## config.mk

```make
export PLATFORM = sky130hd
export DESIGN_NAME = mem_access_flat
export DESIGN_NICKNAME = d
export VERILOG_FILES = /design/src/rtl/mem_access_pkg.sv /design/src/rtl/mem_access_if.sv /design/src/rtl/mem_access_load_align.sv /design/src/rtl/mem_access.sv /design/src/flat_wrapper.sv
export SDC_FILE = /design/constraint.sdc
export NUM_CORES = 1
export LEC_CHECK = 0
export CORE_MARGIN = 3
export CORE_UTILIZATION = 25
export CTS_CLUSTER_SIZE = 16
export DETAILED_ROUTE_END_ITERATION = 8
export SETUP_SLACK_MARGIN = 0.3
export SLEW_MARGIN = 10
export SYNTH_ARGS = -nofsm -noshare
export SYNTH_HDL_FRONTEND = slang
export SYNTH_SLANG_ARGS = --single-unit
```

## constraint.sdc

```tcl
create_clock -name clk -period 2.38 [get_ports clk]
set_input_delay 0.714 -clock clk [delete_from_list [all_inputs] [get_ports clk]]
set_output_delay 0.714 -clock clk [all_outputs]
set_load 0.005 [all_outputs]
```

## src/rtl/mem_access_pkg.sv

```systemverilog
// Shared types for the MEM pipeline stage: stage registers, funct3 encodings, FSM states.
// The optional misaligned-access trap (MEM_MISALIGN_TRAP_EN) uses is_misaligned below.
package mem_access_pkg;

    localparam int unsigned WIDTH = 32;

    typedef logic [WIDTH-1:0] rv32i_word;

    typedef enum logic [2:0] {
        lb  = 3'b000,
        lh  = 3'b001,
        lw  = 3'b010,
        lbu = 3'b100,
        lhu = 3'b101
    } load_funct3_t;

    typedef enum logic [2:0] {
        sb = 3'b000,
        sh = 3'b001,
        sw = 3'b010
    } store_funct3_t;

    typedef enum logic {
        IDLE = 1'b0,
        BUSY = 1'b1
    } mem_state_t;

    typedef struct packed {
        logic reg_write;
        logic mem_read;
        logic mem_write;
    } ctrl_t;

    typedef struct packed {
        rv32i_word  pc;
        rv32i_word  alu;
        rv32i_word  rs2;
        rv32i_word  mdr;
        logic [4:0] rd;
        logic [2:0] funct3;
        ctrl_t      ctrl;
        logic       valid;
    } stage_regs;

    // Access size lives in funct3[1:0] for both loads and stores: 01 = half, 10 = word.
    function automatic logic is_misaligned(logic [1:0] size, logic [1:0] off);
        return ((size == 2'b01) && off[0]) || ((size == 2'b10) && (off != 2'b00));
    endfunction

endpackage

```

## src/rtl/mem_access_if.sv

```systemverilog
// Data-memory request/response bus between the MEM stage (master) and memory (slave).
interface mem_access_if;
    import mem_access_pkg::*;

    logic       dmem_read;
    logic       dmem_write;
    rv32i_word  dmem_address;
    rv32i_word  dmem_wdata;
    logic [3:0] dmem_byte_enable;
    rv32i_word  dmem_rdata;
    logic       dmem_resp;

    modport master (
        output dmem_read, dmem_write, dmem_address, dmem_wdata, dmem_byte_enable,
        input  dmem_rdata, dmem_resp
    );

    modport slave (
        input  dmem_read, dmem_write, dmem_address, dmem_wdata, dmem_byte_enable,
        output dmem_rdata, dmem_resp
    );

endinterface

```

## src/rtl/mem_access_load_align.sv

```systemverilog
// Combinational load extraction: picks the addressed byte/half from the read word and extends it.
module mem_access_load_align
    import mem_access_pkg::*;
(
    input  logic [2:0] i_funct3,
    input  logic [1:0] i_off,
    input  rv32i_word  i_rdata,
    output rv32i_word  o_mdr
);

    logic [7:0]  w_byte;
    logic [15:0] w_half;

    always_comb begin
        w_byte = i_rdata[7:0];
        case (i_off)
            2'd1:    w_byte = i_rdata[15:8];
            2'd2:    w_byte = i_rdata[23:16];
            2'd3:    w_byte = i_rdata[31:24];
            default: w_byte = i_rdata[7:0];
        endcase
        w_half = i_off[1] ? i_rdata[31:16] : i_rdata[15:0];
    end

    always_comb begin
        o_mdr = i_rdata;
        case (i_funct3)
            lb:      o_mdr = {{24{w_byte[7]}}, w_byte};
            lbu:     o_mdr = {24'b0, w_byte};
            lh:      o_mdr = {{16{w_half[15]}}, w_half};
            lhu:     o_mdr = {16'b0, w_half};
            lw:      o_mdr = i_rdata;
            default: o_mdr = i_rdata;
        endcase
    end

endmodule

```

## src/rtl/mem_access.sv

```systemverilog
// Pipeline stage 4 (MEM): issues one data-memory access per memop and stalls upstream until resp.
// Define MEM_MISALIGN_TRAP_EN to drop misaligned half/word accesses and pulse misalign_o instead.
module mem_access
    import mem_access_pkg::*;
#(
    parameter int unsigned width = 32
) (
    input  logic                clk,
    input  logic                rst,
    input  stage_regs           regs_in,
    output stage_regs           regs_out,
    output logic                stall_o,
    mem_access_if.master        dmem
`ifdef MEM_MISALIGN_TRAP_EN
    ,
    output logic                misalign_o
`endif
);

    mem_state_t       r_state;
    logic             w_memop;
    logic             w_misaligned;
    logic             w_start;
    logic [1:0]       w_off;
    logic [3:0]       w_be;
    logic [width-1:0] w_wdata;
    logic [width-1:0] w_addr;
    rv32i_word        w_mdr;

    assign w_off   = regs_in.alu[1:0];
    assign w_addr  = {regs_in.alu[31:2], 2'b00};
    assign w_memop = regs_in.valid & (regs_in.ctrl.mem_read | regs_in.ctrl.mem_write);

`ifdef MEM_MISALIGN_TRAP_EN
    assign w_misaligned = is_misaligned(regs_in.funct3[1:0], w_off);
`else
    assign w_misaligned = 1'b0;
`endif

    assign w_start = w_memop & ~w_misaligned;

    // Lanes keyed on funct3[1:0] so unsigned loads get the same mask as their signed forms.
    always_comb begin
        w_be    = 4'b1111;
        w_wdata = regs_in.rs2;
        case (regs_in.funct3[1:0])
            2'b00: begin
                w_be    = 4'b0001 << w_off;
                w_wdata = {4{regs_in.rs2[7:0]}};
            end
            2'b01: begin
                w_be    = w_off[1] ? 4'b1100 : 4'b0011;
                w_wdata = {2{regs_in.rs2[15:0]}};
            end
            default: begin
                w_be    = 4'b1111;
                w_wdata = regs_in.rs2;
            end
        endcase
    end

    always_comb begin
        stall_o = 1'b0;
        case (r_state)
            IDLE:    stall_o = w_start;
            BUSY:    stall_o = ~dmem.dmem_resp;
            default: stall_o = 1'b0;
        endcase
    end

    // regs_in is held by the stall while BUSY, so it still describes the outstanding access.
    mem_access_load_align u_load_align (
        .i_funct3 (regs_in.funct3),
        .i_off    (w_off),
        .i_rdata  (dmem.dmem_rdata),
        .o_mdr    (w_mdr)
    );

    always_ff @(posedge clk) begin
        if (rst) begin
            r_state               <= IDLE;
            regs_out              <= '0;
            dmem.dmem_read        <= 1'b0;
            dmem.dmem_write       <= 1'b0;
            dmem.dmem_address     <= '0;
            dmem.dmem_wdata       <= '0;
            dmem.dmem_byte_enable <= '0;
`ifdef MEM_MISALIGN_TRAP_EN
            misalign_o            <= 1'b0;
`endif
        end else begin
`ifdef MEM_MISALIGN_TRAP_EN
            misalign_o <= 1'b0;
`endif
            case (r_state)
                IDLE: begin
                    regs_out     <= regs_in;
                    regs_out.mdr <= '0;
                    if (w_start) begin
                        regs_out.valid        <= 1'b0;
                        dmem.dmem_read        <= regs_in.ctrl.mem_read;
                        dmem.dmem_write       <= regs_in.ctrl.mem_write;
                        dmem.dmem_address     <= w_addr;
                        dmem.dmem_wdata       <= w_wdata;
                        dmem.dmem_byte_enable <= w_be;
                        r_state               <= BUSY;
                    end
`ifdef MEM_MISALIGN_TRAP_EN
                    else if (w_memop) begin
                        regs_out.valid <= 1'b0;
                        misalign_o     <= 1'b1;
                    end
`endif
                end
                BUSY: begin
                    regs_out.valid <= 1'b0;
                    if (dmem.dmem_resp) begin
                        regs_out        <= regs_in;
                        regs_out.mdr    <= w_mdr;
                        dmem.dmem_read  <= 1'b0;
                        dmem.dmem_write <= 1'b0;
                        r_state         <= IDLE;
                    end
                end
                default: r_state <= IDLE;
            endcase
        end
    end

endmodule

```

## src/flat_wrapper.sv

```systemverilog
// flat-port wrapper written by rule: the top's interface ports become plain ports
module mem_access_flat import mem_access_pkg::*;
#(
    parameter int unsigned width = 32
)
  (clk, rst, regs_in, regs_out, stall_o, dmem_dmem_read, dmem_dmem_write, dmem_dmem_address, dmem_dmem_wdata, dmem_dmem_byte_enable, dmem_dmem_rdata, dmem_dmem_resp);
  mem_access_if dmem_i ();
  input  logic clk;
  input  logic rst;
  input  stage_regs regs_in;
  output stage_regs regs_out;
  output logic stall_o;
  output wire logic [$bits(dmem_i.dmem_read)-1:0] dmem_dmem_read;
  output wire logic [$bits(dmem_i.dmem_write)-1:0] dmem_dmem_write;
  output wire logic [$bits(dmem_i.dmem_address)-1:0] dmem_dmem_address;
  output wire logic [$bits(dmem_i.dmem_wdata)-1:0] dmem_dmem_wdata;
  output wire logic [$bits(dmem_i.dmem_byte_enable)-1:0] dmem_dmem_byte_enable;
  input wire logic [$bits(dmem_i.dmem_rdata)-1:0] dmem_dmem_rdata;
  input wire logic [$bits(dmem_i.dmem_resp)-1:0] dmem_dmem_resp;
  assign dmem_dmem_read = dmem_i.dmem_read;
  assign dmem_dmem_write = dmem_i.dmem_write;
  assign dmem_dmem_address = dmem_i.dmem_address;
  assign dmem_dmem_wdata = dmem_i.dmem_wdata;
  assign dmem_dmem_byte_enable = dmem_i.dmem_byte_enable;
  assign dmem_i.dmem_rdata = dmem_dmem_rdata;
  assign dmem_i.dmem_resp = dmem_dmem_resp;
  mem_access #(.width(width)) u_core (.clk(clk), .rst(rst), .regs_in(regs_in), .regs_out(regs_out), .stall_o(stall_o), .dmem(dmem_i));
endmodule
```

=== After elaboration in Yosys (flattened, before gate mapping) ===
Cells that the tools add are included.

* Register bits: 209
* Bits of input ports: 175
* Output and inout bits: 211
* Logic and storage cells: 52

* Eq/ne operators: 9
* Shift-type cells: 1
* Mux-type cells: 18
* Bitwise logic cells: 4
* Reduce and logical (&&, ||, !) cells: 4

{| class="wikitable"
|+ Operators with widths
! cell !! count
|-
| $pmux W140 S2 || 1
|-
| $mux W140 || 1
|-
| $pmux W32 S4 || 1
|-
| $pmux W32 S2 || 1
|-
| $pmux W8 S3 || 1
|-
| $mux W16 || 1
|-
| $pmux W1 S2 || 4
|-
| $pmux W4 S2 || 1
|-
| $eq A3 B3 Y1 const B || 2
|-
| $mux W1 || 6
|-
| $eq A2 B1 Y1 const B || 2
|-
| $eq A2 B2 Y1 const B || 2
|-
| $mux W4 || 1
|-
| $reduce_and A2 Y1 || 2
|-
| $shl A1 B2 Y4 const A || 1
|-
| $eq A3 B1 Y1 const B || 1
|-
| $logic_not A3 Y1 || 1
|-
| $logic_not A2 Y1 || 1
|-
| $ne A2 B1 Y1 const B || 1
|-
| $ne A2 B2 Y1 const B || 1
|-
| $not A1 Y1 || 2
|-
| $and A1 B1 Y1 || 1
|-
| $or A1 B1 Y1 || 1
|}

=== Longest topological paths before layout ===
* Depth in word-level cells: 5
* Mapped depth: 7
* Mapped depth without buffers: 4

=== By module ===
From an unflattened synthesis, not the netlist that was laid out.

* Cell total of the unflattened synthesis: 1,018
* Area, all modules: 8,364.3 µm²

{| class="wikitable"
|+ By module, submodules not included
! module !! times used !! cells each !! area each (µm²)
|-
| mem_access || 1 || 907 || 7,696.1
|-
| mem_access_load_align || 1 || 111 || 668.1
|}

=== Worst setup path after synthesis ===
No wires, ideal clock.

* Path kind: input to output
* Start: input regs_in[2] (netlist name)
* End: output stall_o
* Arrival: 1.591 ns
* Path slack: 0.075 ns
* Stages on the path: 5
* Path buffers: 2
* Cell sequence: nor2_1 -> or3b_2 -> clkbuf_1 -> buf_2 -> nand2_1

* Longest elaborated chain between the ends: 3

{| class="wikitable"
|+ Ends and longest elaborated chain
! element !! line !! source
|-
| start: declaration || flat_wrapper.sv:10 || <nowiki>input stage_regs regs_in;</nowiki>
|-
| $or A1 B1 Y1 || mem_access.sv:32 || <nowiki>assign w_memop = regs_in.valid & (regs_in.ctrl.mem_read | regs_in.ctrl.mem_write);</nowiki>
|-
| $and A1 B1 Y1 || mem_access.sv:32 ||
|-
| $pmux W1 S2 || mem_access.sv:64 || <nowiki>case (r_state)</nowiki>
|-
| end: declaration || flat_wrapper.sv:12 || <nowiki>output logic stall_o;</nowiki>
|}

Every way passes these cells.

=== Final worst setup path ===
* Start: input regs_in[1] (netlist name)
* End: output stall_o

The elaborated chain is that of the path after synthesis.

==> impl_metrics.env <==
export IMPL_cts_buffers=26
export IMPL_htree_levels=1
export IMPL_fin_hold_ws_ns=0.444
export IMPL_cts_tree="yes"
export IMPL_skew_ns=0.0174
export IMPL_max_freq_ghz=0.468
export IMPL_fin_nets=1551
export IMPL_status="completed"
export IMPL_syn_area_sq_um=8140
export IMPL_ys_ff_latch=209
export IMPL_min_period_ns=2.13
export IMPL_rr_endpoint="u_core.regs_out[121]$_SDFFE_PP0P_"
export IMPL_cellPowerDensity_nw_per_um2=721
export IMPL_track_usage_pct=17.1
export IMPL_vias=8316
export IMPL_drc=0
export IMPL_final_hold_viol_count=0
export IMPL_whs_endpoint="u_core.regs_out[97]$_SDFFE_PP0P_"
export IMPL_pin_count=386
export IMPL_firstDrtPassIters=5
export IMPL_multi_input_area_sq_um=3590
export IMPL_clockBufferDepth=3
export IMPL_rsz0062_at_grt="yes"
export IMPL_synth_area_leaders="dfxtp_1 (51%), nand2_1 (16%), a21oi_1 (11%)"
export IMPL_reg2reg_depth=6
export IMPL_final_common_cell="nand2_1"
export IMPL_yosys_warnings=0
export IMPL_clock_latency_ns=0.54
export IMPL_critPathCaptureType="primary output"
export IMPL_start_util_pct=25.6
export IMPL_worstSetupStartpointType="input pin"
export IMPL_hold_buffers=0
export IMPL_via_per_inst=4.53
export IMPL_yosys_area_top_type="dfxtp_1"
export IMPL_area_growth_pct=60.2
export IMPL_post_route_period_util_pct=89.7
export IMPL_arrival_ns=1.42
export IMPL_synth_top_area_share_pct=51.4
export IMPL_finalSetupViolCount=0
export IMPL_syn_inst=1034
export IMPL_path_delay_family="simple AND/OR/NAND/NOR gates"
export IMPL_grt_pass1_wl_mm=48.3
export IMPL_synth_cell_types=40
export IMPL_grt_ovfl_total=0
export IMPL_utilization_pct=41.0
export IMPL_fill_cells=3249
export IMPL_cap_violations=0
export IMPL_criticalPathCategory="input pin to primary output"
export IMPL_cts_root_buf="clkbuf_16"
export IMPL_die_area_sq_um=34800
export IMPL_die_w_microns=186
export IMPL_clkTransAtPathRegs_ns=0.06
export IMPL_peakVddDrop_mv=0.497
export IMPL_relSlewSlack_pct=49.6
export IMPL_worstHoldPathCells=2
export IMPL_std_cell_rows=65
export IMPL_antenna_found_initial=2
export IMPL_path_buf_inv=2
export IMPL_gp_congestion=0.774
export IMPL_cp_slowest_stage_delay_ns=0.38
export IMPL_crit_fanout=2
export IMPL_crit_path_cell_trace="buf_2 > nor2_2 > or3b_4 > nand2_4 > buf_6"
export IMPL_yosysSeqAreaShare_pct=51.4
export IMPL_seq_area_sq_um=4190
export IMPL_hp_class="flop to flop"
export IMPL_coreArea_sq_um=31800
export IMPL_grt_pass1_vias=8126
export IMPL_clock_sinks=209
export IMPL_tightest_slew_ns=0.757
export IMPL_drive_gt1_share_pct=9.24
export IMPL_drt_iter0_drc=414
export IMPL_routed_wl_mm=31.3
export IMPL_port_buffers=351
export IMPL_hp_start="u_core.regs_out[97]$_SDFFE_PP0P_"
export IMPL_p_leak_nw=5.95
export IMPL_syn_avg_cell_area_sq_um=7.87
export IMPL_grt_max_degree=73
export IMPL_slew_viol_final=0
export IMPL_final_cell_mix="nand2_1 (345), dlygate4sd2_1 (208), dfxtp_1 (202)"
export IMPL_r2r_start="u_core.r_state$_SDFF_PP0_"
export IMPL_wl_per_cell_microns=17.0
export IMPL_slowest_stage="or3b_4"
export IMPL_antenna_left=0
export IMPL_die_h_microns=186
export IMPL_post_dp_hpwl_mm=22.3
export IMPL_ff2ff_setup_slack_ns=0.71
export IMPL_cp_required_ns=1.67
## layout make-up
cell class	instances	share of cell area, %
clock inverter	16	1.72
antenna	3	0.0576
sequential	209	32.1
timing repair buffer	401	28.7
multi-input combinational	732	27.5
clock buffer	32	5.55
inverter	6	0.173
tap	435	4.17
## cells in the mapped netlist (all sizes together)
library cell	instances
nand3	3
a32oi	6
o31a	1
nor3	13
inv	6
buf	27
and3	15
mux2i	18
o21bai	1
o211ai	1
nor2b	8
nor4	1
o21ai	42
and3b	1
o221ai	1
nor2	32
a31o	4
clkbuf	61
a211oi	14
or3b	1
dfxtp	209
mux2	2
nor3b	3
nand2	347
a221oi	6
a21oi	185
a31oi	9
nand2b	4
nand3b	1
a2bb2oi	1
conb	1
mux4	2
a311oi	8
## worst min-delay path, stage by stage (launching register included)
cell and delay [ns]:
dfxtp_1 0.30, nand2_1 0.05, a21oi_1 0.05
## logic make-up after synthesis
kind of cell	Yosys count	synth area share (%)
AO/OA/AOI/OAI	279	19.3
buffers and inverters	94	4.95
flip-flops	209	51.4
multiplexers	22	3.04
other	1	0.0461
AND/OR/NAND/NOR	429	21.3
## through the flow
stage	power (mW)	TNS [ns]	cell area [sq um]	cells	setup slack (ns)
2_1_floorplan	4.41	0	8160	1035	0.230
3_3_place_gp	5.33	-10.14	12300	1783	-0.627
3_5_place_dp	5.35	-9.41	12300	1783	-0.599
4_1_cts	9.56	0	13000	1831	0.138
5_1_grt	9.82	0	13000	1833	0.192
6_report	9.40	0	13000	1834	0.245
## flip-flops by register name, indices dropped and copies added, names as in the netlist
register                      count
u_core.regs_out                 140
u_core.dmem.dmem_wdata           32
u_core.dmem.dmem_address         30
u_core.dmem.dmem_byte_enable      4
u_core.dmem.dmem_read             1
u_core.dmem.dmem_write            1
u_core.r_state                    1
## power by group
group	switching, mW	total, mW	internal, mW	leakage, nW
logic	0.655	1.31	0.653	3.76
clock network	1.59	4.29	2.70	0.463
registers	0.0944	3.80	3.71	1.73
## worst max path at each step
stage / depth (start not counted) / to / slack, ns / start
floorplan: 5 / stall_o / 0.23 / regs_in[2]
global placement: 5 / stall_o / -0.63 / regs_in[2]
detailed placement: 5 / stall_o / -0.60 / regs_in[1]
CTS: 5 / stall_o / 0.14 / dmem_dmem_resp
global route: 3 / stall_o / 0.19 / u_core.r_state$_SDFF_PP0_
finish: 5 / stall_o / 0.25 / regs_in[1]
## per-layer routing
metal | global-route usage, % | up-vias | share of wire, %
met1 | 21.3 | 3831 | 42
met2 | 28.5 | 263 | 47
met4 | 6.28 | 0 | 3.9
met5 | 0 | - | 0
li1 | - | 4164 | -
met3 | 4.41 | 58 | 7.1
## timing repair
item                                    in CTS  in global routing
pin swaps                                    2                  2
setup buffers                                0                  0
resized for setup                          231                  4
hold endpoints to repair                     0                  0
endpoints found under the setup margin     209                  1
Power figures use the tool's default switching activity.
